File: src/rtl/xor_stream_descrambler_pkg.sv
// xor_stream_descrambler_pkg
//
// Purpose: constants and the keystream advance function shared by the
// descrambler and the upstream scrambler, so both ends regenerate exactly
// the same 32-bit Galois LFSR keystream.
//
// Contents:
//   WORD_W        - data word and LFSR width (32)
//   LFSR_POLY     - Galois tap mask for x^32+x^22+x^2+x+1
//   LFSR_ZERO_SUB - state used in place of an all-zero seed
//   lfsr_adv32()  - advance an LFSR state by 32 Galois steps
package xor_stream_descrambler_pkg;

    localparam int                WORD_W        = 32;
    localparam logic [WORD_W-1:0] LFSR_POLY     = 32'h80200003;
    localparam logic [WORD_W-1:0] LFSR_ZERO_SUB = 32'h00000001;

    // One keystream word consumes 32 shift steps; each step shifts right and
    // folds the tap mask in whenever a one falls out of the low end.
    function automatic logic [WORD_W-1:0] lfsr_adv32(
        input logic [WORD_W-1:0] state,
        input logic [WORD_W-1:0] poly
    );
        logic [WORD_W-1:0] s;
        s = state;
        for (int i = 0; i < WORD_W; i++) begin
            if (s[0]) begin
                s = (s >> 1) ^ poly;
            end else begin
                s = s >> 1;
            end
        end
        return s;
    endfunction

endpackage

File: src/rtl/lfsr32_keygen.sv
// lfsr32_keygen
//
// Purpose: owns the 32-bit keystream LFSR. Loads a seed (with zero
// substitution, since the all-zero state never leaves zero) and advances
// by one full keystream word whenever enabled.
//
// Ports:
//   clk   in   system clock
//   rst   in   synchronous active-high reset, state returns to LFSR_ZERO_SUB
//   load  in   load seed this cycle (wins over adv)
//   seed  in   32-bit seed value
//   adv   in   advance the state by 32 Galois steps
//   lfsr  out  current keystream word (state before any advance)
module lfsr32_keygen
    import xor_stream_descrambler_pkg::*;
#(
    parameter logic [WORD_W-1:0] POLY = LFSR_POLY
) (
    input  logic              clk,
    input  logic              rst,
    input  logic              load,
    input  logic [WORD_W-1:0] seed,
    input  logic              adv,
    output logic [WORD_W-1:0] lfsr
);

    logic [WORD_W-1:0] lfsr_q;
    logic [WORD_W-1:0] lfsr_d;

    always_comb begin
        lfsr_d = lfsr_q;
        if (load) begin
            lfsr_d = (seed == '0) ? LFSR_ZERO_SUB : seed;
        end else if (adv) begin
            lfsr_d = lfsr_adv32(lfsr_q, POLY);
        end
    end

    always_ff @(posedge clk) begin
        if (rst) begin
            lfsr_q <= LFSR_ZERO_SUB;
        end else begin
            lfsr_q <= lfsr_d;
        end
    end

    assign lfsr = lfsr_q;

endmodule

File: src/rtl/xor_stream_descrambler.sv
// xor_stream_descrambler
//
// Purpose: recovers plaintext from a word stream that was XORed with an LFSR
// keystream upstream. Each accepted word is XORed with the current keystream
// word and presented through a single registered valid/ready output stage.
//
// Ports:
//   clk         in   system clock
//   rst         in   synchronous active-high reset
//   seed_load   in   load seed into the keystream generator; blocks input
//   seed        in   keystream seed
//   in_valid    in   in_data valid
//   in_ready    out  word accepted this cycle when in_valid is also high
//   in_data     in   scrambled word
//   out_valid   out  out_data valid
//   out_ready   in   consumer takes out_data
//   out_data    out  descrambled word
//   word_count  out  words accepted since reset/seed load (saturating)
//
// Build option: define DESCRAMBLER_WORD_COUNT_EN to build the word counter;
// without it word_count is tied to zero. Data behaviour is the same.
module xor_stream_descrambler
    import xor_stream_descrambler_pkg::*;
#(
    parameter int                WIDTH = 32,
    parameter logic [WORD_W-1:0] POLY  = LFSR_POLY
) (
    input  logic             clk,
    input  logic             rst,
    input  logic             seed_load,
    input  logic [31:0]      seed,
    input  logic             in_valid,
    output logic             in_ready,
    input  logic [WIDTH-1:0] in_data,
    output logic             out_valid,
    input  logic             out_ready,
    output logic [WIDTH-1:0] out_data,
    output logic [15:0]      word_count
);

    logic              accept;
    logic [WORD_W-1:0] key;
    logic              out_valid_q;
    logic              out_valid_d;
    logic [WIDTH-1:0]  out_data_q;
    logic [WIDTH-1:0]  out_data_d;

    // Input is stalled during a seed load so no word ever straddles two seeds,
    // and otherwise whenever the output register cannot be refilled.
    assign in_ready = !seed_load && (!out_valid_q || out_ready);
    assign accept   = in_valid && in_ready;

    lfsr32_keygen #(
        .POLY (POLY)
    ) u_keygen (
        .clk  (clk),
        .rst  (rst),
        .load (seed_load),
        .seed (seed),
        .adv  (accept),
        .lfsr (key)
    );

    // A new word replaces the register even while the old one retires, which
    // keeps full-rate streaming bubble-free.
    always_comb begin
        out_data_d  = out_data_q;
        out_valid_d = out_valid_q;
        if (accept) begin
            out_data_d  = in_data ^ key;
            out_valid_d = 1'b1;
        end else if (out_valid_q && out_ready) begin
            out_valid_d = 1'b0;
        end
    end

    always_ff @(posedge clk) begin
        if (rst) begin
            out_valid_q <= 1'b0;
            out_data_q  <= '0;
        end else begin
            out_valid_q <= out_valid_d;
            out_data_q  <= out_data_d;
        end
    end

    assign out_valid = out_valid_q;
    assign out_data  = out_data_q;

`ifdef DESCRAMBLER_WORD_COUNT_EN
    logic [15:0] word_count_q;
    logic [15:0] word_count_d;

    // Count restarts with each seed so it tracks position in the keystream.
    always_comb begin
        word_count_d = word_count_q;
        if (seed_load) begin
            word_count_d = '0;
        end else if (accept && (word_count_q != 16'hFFFF)) begin
            word_count_d = word_count_q + 16'd1;
        end
    end

    always_ff @(posedge clk) begin
        if (rst) begin
            word_count_q <= '0;
        end else begin
            word_count_q <= word_count_d;
        end
    end

    assign word_count = word_count_q;
`else
    assign word_count = 16'h0000;
`endif

endmodule

File: config.mk
export PLATFORM = sky130hd
export DESIGN_NAME = xor_stream_descrambler
export DESIGN_NICKNAME = d
export VERILOG_FILES = /design/src/rtl/xor_stream_descrambler_pkg.sv /design/src/rtl/lfsr32_keygen.sv /design/src/rtl/xor_stream_descrambler.sv
export SDC_FILE = /design/constraint.sdc
export NUM_CORES = 1
export LEC_CHECK = 0
export ABC_AREA = 1
export BUFFER_PORTS_ARGS = -buffer_cell sky130_fd_sc_hd__buf_2
export CAP_MARGIN = 20
export CORE_MARGIN = 3
export CORE_UTILIZATION = 58
export CTS_CLUSTER_DIAMETER = 80
export DETAILED_ROUTE_END_ITERATION = 6
export PLACE_DENSITY = 0.87
export SYNTH_ARGS = -nofsm -noshare
export SYNTH_HDL_FRONTEND = slang
export SYNTH_SLANG_ARGS = --single-unit
export TNS_END_PERCENT = 5
File: constraint.sdc
create_clock -name clk -period 11.4 [get_ports clk]
set_input_delay 1.71 -clock clk [delete_from_list [all_inputs] [get_ports clk]]
set_output_delay 1.71 -clock clk [all_outputs]
set_load 0.05 [all_outputs]
==> results.json, run 1 <==
{
  "finClkSkew_ns": 0.01224,
  "grt_max_degree": 66,
  "min_period_ns": 5.628,
  "status": "finished clean",
  "hold_viol": 0,
  "min_path_cells": 2,
  "startpoint_type": "register",
  "dr.first_iter.drc_count": 361,
  "vias_per_cell": 5.815,
  "htreeDepth": 3,
  "fin_nets": 785,
  "post_cts_buffers": 0,
  "vias": 4757,
  "numCtsBuffers": 9,
  "wl_per_cell_um": 17.23,
  "synthDistinctLibCells": 35,
  "clk_pin_slew_ns": 0.08,
  "slew_violations": 0,
  "end_kind": "register",
  "cts_tree": "built",
  "ant_nets": 0,
  "max_freq_mhz": 177.7,
  "arrival_ns": 5.83,
  "postSynthAreaPerCell_um2": 7.209,
  "diodes": 0,
  "die_h_um": 94.49,
  "synth_seq_cells": 65,
  "yosys_warnings": 0,
  "reg2reg_to": "u_keygen.lfsr[21]",
  "drt-total-wl_mm": 14.10,
  "finalSetupViolations": 0,
  "grt_pass1_vias": 4207,
  "critPathMaxStageDelay_ns": 0.59,
  "antenna_found_initial": 0,
  "portBuffers": 102,
  "rsz0062_at_grt": "false",
  "fp-row-count": 31,
  "crit_required_ns": 11.60,
  "cp_slowest_cell": "dfxtp_1",
  "clock-root-buffer": "clkbuf_8",
  "core_um2": 7408,
  "globalRouteOverflowTotal": 0,
  "syn_area_um2": 4542,
  "cts-resized-gates": 0,
  "clockBufferDepth": 2,
  "tns_ns": 0,
  "dieArea_um2": 8928,
  "timing.reg2reg.setup_slack_ns": 5.77,
  "r2r_start": "u_keygen.lfsr[0]",
  "gp_congestion": 0.9912,
  "grt_usage_pct": 31.15,
  "cp_max_fo": 9,
  "synthCells": 630,
  "route.detailed.drc": 0,
  "grt_first_pass_wirelength_mm": 21.30,
  "firstDrtPassIters": 6,
  "min_path_type": "reg -> reg",
  "clock_latency_ns": 0.35,
  "worst_pin_slew_ns": 0.9533,
  "start_util_pct": 61.31,
  "io_pins": 119,
  "hpwl_mm": 10.83,
  "hp-start": "out_data[24]",
  "cts.hold.buffers_added": 0,
  "drive_gt1_share_pct": 25.87,
  "max_slew_margin_pct": 36.37,
  "maxCapViolCount": 0,
  "ff2ff_path_depth": 37,
  "area_growth_pct": 14.19,
  "hold_end": "out_data[24]",
  "ys_seq_area_share_pct": 28.65,
  "worstSetupPathType": "reg -> reg",
  "die_x_um": 94.49,
  "clock-sinks": 65,
  "post-route-period-util_pct": 49.37
}
per-layer routing:
layer | up-vias | track usage, % | part of all wire, % | wire, um
met5 | - | 0 | 0 | 0
met3 | 36 | 5.339 | 8.9 | 1260
li1 | 2277 | - | - | -
met2 | 236 | 50.77 | 46 | 6478
met4 | 0 | 10.22 | 2.3 | 323
met1 | 2208 | 41.90 | 43 | 6033
cells in the mapped netlist:
cell type | n | area (um^2)
a221oi_1 | 4 | 35.03
xor2_1 | 14 | 122.6
nor4_1 | 7 | 43.79
inv_2 | 8 | 30.03
or2_2 | 1 | 6.260
o21ai_1 | 3 | 15.01
nand3_4 | 2 | 35.03
xnor3_2 | 1 | 23.77
buf_6 | 1 | 11.26
nand2_2 | 24 | 150.1
xor3_1 | 1 | 23.77
clkinv_1 | 1 | 3.750
o211ai_1 | 7 | 52.55
nand3b_1 | 5 | 37.54
nand3_2 | 18 | 180.2
buf_4 | 16 | 120.1
buf_2 | 1 | 5.000
o21ai_0 | 61 | 305.3
xor2_2 | 1 | 16.27
clkbuf_1 | 26 | 97.59
nand4_1 | 1 | 6.260
nor2_1 | 8 | 30.03
inv_4 | 1 | 6.260
nand2_4 | 11 | 123.9
xnor3_1 | 4 | 90.09
buf_1 | 1 | 3.750
nand2_1 | 107 | 401.6
inv_1 | 39 | 146.4
conb_1 | 1 | 3.750
nand3_1 | 73 | 365.4
or4_1 | 2 | 15.01
a21oi_1 | 73 | 365.4
dfxtp_1 | 65 | 1301
xnor2_1 | 37 | 324.1
o221ai_1 | 5 | 43.79
kinds of logic after synthesis:
family	share of synthesized area, %
compound gates	17.99
simple gates	30.72
other cells	0.08257
xor+xnor	13.22
buf+inv	9.339
flops	28.65
cells in the final DEF, fill, tap and decap left out, types with 18 or more instances in the layout:
master and count:
nand2_1 107, buf_2 102, a21oi_1 73, nand3_1 73, dfxtp_1 65, o21ai_0 61
inv_1 39, xnor2_1 37, nand2_2 24, nand3_2 18
through the flow:
| step | setup WS, ns | util, % | area [um^2] | instances | hold slack, ns |
|---|---|---|---|---|---|
| floorplan | 6.968 | - | 4598 | 645 | 0.4785 |
| global placement | 5.951 | 67.73 | 5017 | 804 | 0.5148 |
| detailed placement | 5.945 | 67.73 | 5017 | 804 | 0.5257 |
| CTS | 5.908 | 70.01 | 5186 | 818 | 0.5418 |
| global route | 5.292 | 70.01 | 5186 | 818 | 0.5639 |
| finish | 5.772 | 70.01 | 5186 | 818 | 0.5407 |
how the worst max path moves through the flow:
stage               slack [ns]  cells past startpoint                 to              from
floorplan                 6.97                     43   u_keygen.lfsr[0]  u_keygen.lfsr[0]
global placement          5.95                     37  u_keygen.lfsr[21]  u_keygen.lfsr[0]
detailed placement        5.94                     37  u_keygen.lfsr[21]  u_keygen.lfsr[0]
CTS                       5.91                     37  u_keygen.lfsr[21]  u_keygen.lfsr[0]
global route              5.29                     39   u_keygen.lfsr[0]  u_keygen.lfsr[0]
finish                    5.77                     37  u_keygen.lfsr[21]  u_keygen.lfsr[0]
cell type report:
type	count	area [um^2]
multi-input cells	486	2873
fillers	642	2222
flip-flops and latches	65	1301
repair buffers	105	533.0
inverters	49	186.4
clock buffers	11	151.4
well taps	99	123.9
clock inverters	3	17.52
state kept, by name, summed over array words and instances (netlist names):
| signal | flops |
|---|---|
| out_data | 32 |
| u_keygen.lfsr | 32 |
| out_valid | 1 |
worst max-delay path, delay by kind of cell (launching register included):
family,cells,cell delay [ns]
and+or+nand+nor,31,3.84
AOI/OAI and AO/OA,2,0.16
buffers and inverters,1,0.05
DFF,1,0.59
xor gates and xnor gates,3,0.81
Power of run 1 is left out: the tool's default activity adds up to more than one toggle a clock period on the data nets, which glitch-free logic cannot reach.
==> run 2, diff against run 1 <==
--- a/config.mk
+++ b/config.mk
@@ -9,10 +9,10 @@
 export BUFFER_PORTS_ARGS = -buffer_cell sky130_fd_sc_hd__buf_2
 export CAP_MARGIN = 20
 export CORE_MARGIN = 3
-export CORE_UTILIZATION = 58
+export CORE_UTILIZATION = 54
 export CTS_CLUSTER_DIAMETER = 80
 export DETAILED_ROUTE_END_ITERATION = 6
-export PLACE_DENSITY = 0.87
+export PLACE_DENSITY = 0.81
 export SYNTH_ARGS = -nofsm -noshare
 export SYNTH_HDL_FRONTEND = slang
 export SYNTH_SLANG_ARGS = --single-unit
==> constraint.sdc (replaced) <==
create_clock -name clk -period 5.63 [get_ports clk]
set_input_delay 0.8445 -clock clk [delete_from_list [all_inputs] [get_ports clk]]
set_output_delay 0.8445 -clock clk [all_outputs]
set_load 0.05 [all_outputs]
==> results.json, run 2 (synthesis gave the netlist of run 1 again) <==
{
  "grt_pass1_vias": 4314,
  "globalRouteOverflowTotal": 0,
  "holdWs_ns": 0.5038,
  "critPathMaxStageDelay_ns": 0.38,
  "cts_tree": "built",
  "core_um2": 7928,
  "r2r_start": "u_keygen.lfsr[0]",
  "hold_viol": 0,
  "post-route-period-util_pct": 92.97,
  "clk_pin_slew_ns": 0.08,
  "worst_pin_slew_ns": 0.9861,
  "io_pins": 119,
  "die_h_um": 97.71,
  "grt_usage_pct": 27.69,
  "portBuffers": 102,
  "max_slew_margin_pct": 34.19,
  "placed_cells": 807,
  "finClkSkew_ns": 0.009212,
  "antenna_found_initial": 0,
  "layout_commonest_cell": "nand2_1",
  "place_worst_setup_slack_ns": 0.1932,
  "min_path_cells": 2,
  "crit_required_ns": 5.84,
  "timing.reg2reg.setup_slack_ns": 0.40,
  "detailed_place.area_um2": 5021,
  "slew_violations": 0,
  "final_cell_mix": "105 x nand2_1, 102 x buf_2, 73 x a21oi_1",
  "firstDrtPassIters": 5,
  "min_period_ns": 5.234,
  "vias": 4747,
  "grt_max_degree": 66,
  "vias_per_cell": 5.740,
  "n_fill_cell": 703,
  "clock-sinks": 65,
  "max_freq_mhz": 191.0,
  "fin_cells": 827,
  "dieArea_um2": 9547,
  "reg2reg_to": "u_keygen.lfsr[21]",
  "area_growth_pct": 17.11,
  "htreeDepth": 3,
  "cp_max_fo": 8,
  "numCtsBuffers": 9,
  "gp_congestion": 0.9608,
  "cp_slowest_cell": "dfxtp_4",
  "drive_gt1_share_pct": 28.28,
  "grt_first_pass_wirelength_mm": 21.50,
  "maxCapViolCount": 0,
  "hpwl_mm": 10.17,
  "drt-total-wl_mm": 13.58,
  "die_x_um": 97.71,
  "fp-row-count": 32,
  "route.detailed.drc": 0,
  "start_util_pct": 57.29,
  "clockBufferDepth": 2,
  "hold_end": "u_keygen.lfsr[1]",
  "finalSetupViolations": 0,
  "fin_nets": 789,
  "dr.first_iter.drc_count": 360,
  "ant_nets": 0,
  "clock_latency_ns": 0.36,
  "worstSetupPathType": "reg -> reg",
  "wl_per_cell_um": 16.42,
  "stdcell_area_um2": 5319,
  "min_path_type": "reg -> reg",
  "worst_slack_ns": 0.3956,
  "hp-start": "u_keygen.lfsr[1]",
  "cts.hold.buffers_added": 0,
  "startpoint_type": "register",
  "clock-root-buffer": "clkbuf_8",
  "status": "finished clean",
  "ff2ff_path_depth": 42,
  "cp_common_cell": "nand2_4",
  "diodes": 0,
  "end_kind": "register",
  "arrival_ns": 5.45
}
-- run 2: cell types whose count changed in the layout (fill, tap and decap cells not counted), sizes merged --
| cell | before | now |
|---|---|---|
| inv | 48 | 49 |
| bufinv | 0 | 1 |
| clkinv | 3 | 5 |
| clkbuf | 11 | 9 |
| buf | 105 | 109 |
-- run 2: critical path, delay by kind of cell, from the launching register on --
| family | cells | cell delay, ns |
|---|---|---|
| DFF | 1 | 0.38 |
| and+or+nand+nor | 35 | 3.74 |
| xor gates and xnor gates | 2 | 0.57 |
| AOI/OAI and AO/OA | 2 | 0.17 |
| buffers and inverters | 3 | 0.18 |
-- run 2: what timing repair did --
item / in CTS / in global routing
setup endpoints to repair: 0 / 7
setup buffers: 0 / 4
gates resized for setup: 0 / 18
-- run 2: layer usage --
layer	global-route usage (%)	vias to the layer above	part of all wire (%)	wire length, um
li1	-	2290	-	-
met1	37.36	2174	43	5783
met2	44.54	244	46	6243
met3	4.523	39	8.5	1148
met4	10.44	0	3.0	406
met5	0	-	0	0
-- run 2: area by class of cell --
cell class	instances	area [um^2]	area share (%)
clock buffers	9	123.9	2.329
multi-input cells	486	2940	55.28
repair buffers	109	563.0	10.59
well taps	102	127.6	2.399
inverters	49	186.4	3.505
clock inverters	7	70.07	1.317
flip-flops and latches	65	1308	24.58
-- run 2: worst max path at each step --
stage,start,to,slack [ns],cells past startpoint
after global routing,u_keygen.lfsr[1],u_keygen.lfsr[0],-0.0002,47
after CTS,u_keygen.lfsr[0],u_keygen.lfsr[21],0.13,39
final,u_keygen.lfsr[0],u_keygen.lfsr[21],0.40,42
after floorplan,u_keygen.lfsr[0],u_keygen.lfsr[0],1.20,43
after detailed placement,u_keygen.lfsr[0],u_keygen.lfsr[21],0.19,37
after global placement,u_keygen.lfsr[0],u_keygen.lfsr[21],0.24,37
-- run 2: through the flow --
stage | utilization (%) | TNS [ns]
final | 67.09 | 0
after global routing | 67.09 | -0.0001550
after CTS | 65.78 | 0
after detailed placement | 63.34 | 0
after global placement | 63.34 | 0
after floorplan | - | 0
Power of run 2 is left out for the same reason.
==> run 3, diff against run 2 <==
--- a/config.mk
+++ b/config.mk
@@ -9,11 +9,12 @@
 export BUFFER_PORTS_ARGS = -buffer_cell sky130_fd_sc_hd__buf_2
 export CAP_MARGIN = 20
 export CORE_MARGIN = 3
-export CORE_UTILIZATION = 54
+export CORE_UTILIZATION = 55
 export CTS_CLUSTER_DIAMETER = 80
 export DETAILED_ROUTE_END_ITERATION = 6
-export PLACE_DENSITY = 0.81
+export PLACE_DENSITY = 0.82
 export SYNTH_ARGS = -nofsm -noshare
 export SYNTH_HDL_FRONTEND = slang
+export SYNTH_HIERARCHICAL = 1
 export SYNTH_SLANG_ARGS = --single-unit
 export TNS_END_PERCENT = 5
==> results.json, run 3 <==
{
  "status": "finished clean",
  "htreeDepth": 3,
  "cp_common_cell": "nand2_2",
  "diodes": 0,
  "synthMuxAreaShare_pct": 0,
  "synthTopCellsByCount": "176 x nand2_1, 79 x inv_1, 79 x nor2_1",
  "min_period_ns": 5.164,
  "area_growth_pct": 15.39,
  "route.detailed.drc": 0,
  "fin_cells": 928,
  "end_kind": "register",
  "dr.first_iter.drc_count": 336,
  "grt_usage_pct": 28.35,
  "synth.most_common_cell": "nand2_1",
  "synth_fa_ha_area_share_pct": 0,
  "clock_latency_ns": 0.35,
  "fin_nets": 888,
  "yosys.area_share.simple_pct": 38.28,
  "finClkSkew_ns": 0.01562,
  "critPathMaxStageDelay_ns": 0.40,
  "ys_seq_area_share_pct": 26.90,
  "clock-root-buffer": "clkbuf_8",
  "ant_nets": 0,
  "postSynthAreaPerCell_um2": 6.654,
  "start_util_pct": 57.71,
  "firstDrtPassIters": 5,
  "gp_congestion": 0.9809,
  "cp_max_fo": 7,
  "max_freq_mhz": 193.6,
  "yosys.area.top_type_share_pct": 26.90,
  "yosys_warnings": 6,
  "dieArea_um2": 9956,
  "clockBufferDepth": 2,
  "globalRouteOverflowTotal": 0,
  "antenna_found_initial": 0,
  "arrival_ns": 5.42,
  "critPathLaunch": "u_keygen/lfsr[1]",
  "place_worst_setup_slack_ns": 0.2855,
  "reg2reg_to": "u_keygen/lfsr[21]",
  "final_cell_mix": "176 x nand2_1, 102 x buf_2, 79 x inv_1",
  "vias_per_cell": 5.351,
  "startpoint_type": "register",
  "synth.area.top_cells": "dfxtp_1 27%, nand2_1 14%, xor2_1 10%, nand3_1 6.8%, inv_1 6.1%",
  "path_buf_inv": 5,
  "post-route-period-util_pct": 91.73,
  "min_path_cells": 4,
  "die_h_um": 99.78,
  "worstSetupPathType": "reg -> reg",
  "slew_violations": 0,
  "synth_top_family_by_area": "simple AND/OR/NAND/NOR gates",
  "grt_max_degree": 67,
  "synthCells": 727,
  "ff2ff_path_depth": 45,
  "synthDistinctLibCells": 33,
  "portBuffers": 102,
  "core_um2": 8382,
  "worst_pin_slew_ns": 1.024,
  "cts_tree": "built",
  "synth_compound_area_share_pct": 9.183,
  "hold_viol": 0,
  "layout_commonest_cell": "nand2_1",
  "fp-row-count": 33,
  "cp_slowest_cell": "dfxtp_2",
  "drive_gt1_share_pct": 24.18,
  "detailed_place.area_um2": 5299,
  "critical_path.top_delay_family": "simple AND/OR/NAND/NOR gates",
  "placed_cells": 909,
  "numCtsBuffers": 9,
  "worst_slack_ns": 0.4657,
  "grt_first_pass_wirelength_mm": 22.32,
  "die_x_um": 99.78,
  "stdcell_area_um2": 5582,
  "grt_pass1_vias": 4449,
  "syn_area_um2": 4837,
  "hpwl_mm": 10.71,
  "drt-total-wl_mm": 14.18,
  "finalSetupViolations": 0,
  "wl_per_cell_um": 15.28,
  "maxCapViolCount": 0,
  "hold_end": "out_data[12]",
  "synth-xor-area-share_pct": 13.53,
  "clock-sinks": 65,
  "ys.flop_type": "dfxtp_1",
  "io_pins": 119,
  "crit_required_ns": 5.89,
  "max_slew_margin_pct": 31.63,
  "clk_pin_slew_ns": 0.08,
  "synth_edf_count": 0,
  "vias": 4966,
  "hp-start": "out_data[12]",
  "min_path_type": "reg -> reg",
  "timing.reg2reg.setup_slack_ns": 0.47,
  "synth_seq_cells": 65,
  "yosysTopAreaCell": "dfxtp_1",
  "async_reset_ff_share_pct": 0,
  "r2r_start": "u_keygen/lfsr[1]"
}
-- run 3: repair_timing --
item / CTS / global route
gates resized for setup: 0 / 15
hold buffers: 0 / 0
buffers inserted: 0 / 3
setup endpoints to repair: 0 / 7
-- run 3: logic make-up (layout without fill, tap and decap cells) --
group                     after synthesis  after routing
buffers and inverters                 128            209
AOI/OAI and AO/OA                      77             77
and+or+nand+nor                       391            391
DFF                                    65             65
xor gates and xnor gates               65             65
other                                   1             16
-- run 3: worst max path at each step --
stage,to,slack [ns],depth (start not counted)
global route,u_keygen/lfsr[21],-0.005,46
detailed placement,u_keygen/lfsr[21],0.29,45
global placement,u_keygen/lfsr[21],0.32,43
floorplan,u_keygen/lfsr[21],1.36,42
finish,u_keygen/lfsr[21],0.47,45
CTS,u_keygen/lfsr[21],0.24,45
-- run 3: tightest hold or removal path, stage by stage, from the launching register on --
cell and delay [ns]:
dfxtp_1 0.31, inv_1 0.05, nand2_1 0.04, nand2_1 0.05, nor2_1 0.03
-- run 3: layout make-up --
cell class | instances | area (um^2)
well taps | 105 | 131.4
multi-input cells | 549 | 3059
flip-flops and latches | 65 | 1309
clock inverters | 4 | 45.04
clock buffers | 11 | 131.4
fillers | 759 | 2800
repair buffers | 108 | 575.6
inverters | 86 | 330.3
-- run 3: metrics by stage --
step / utilization, % / hold WS, ns / TNS, ns
floorplan: - / 0.4825 / 0
global placement: 63.22 / 0.4930 / 0
detailed placement: 63.22 / 0.4964 / 0
CTS: 65.32 / 0.5087 / 0
global route: 66.59 / 0.5424 / -0.004910
finish: 66.59 / 0.5089 / 0
-- run 3: layer usage --
layer  vias to the layer above  track usage (%)  routed length (um)
li1                       2456                -                   -
met1                      2188            37.79                6026
met2                       276            43.56                6222
met3                        46            6.741                1424
met4                         0            12.71                 510
met5                         -                0                   0
Power of run 3 is left out for the same reason.
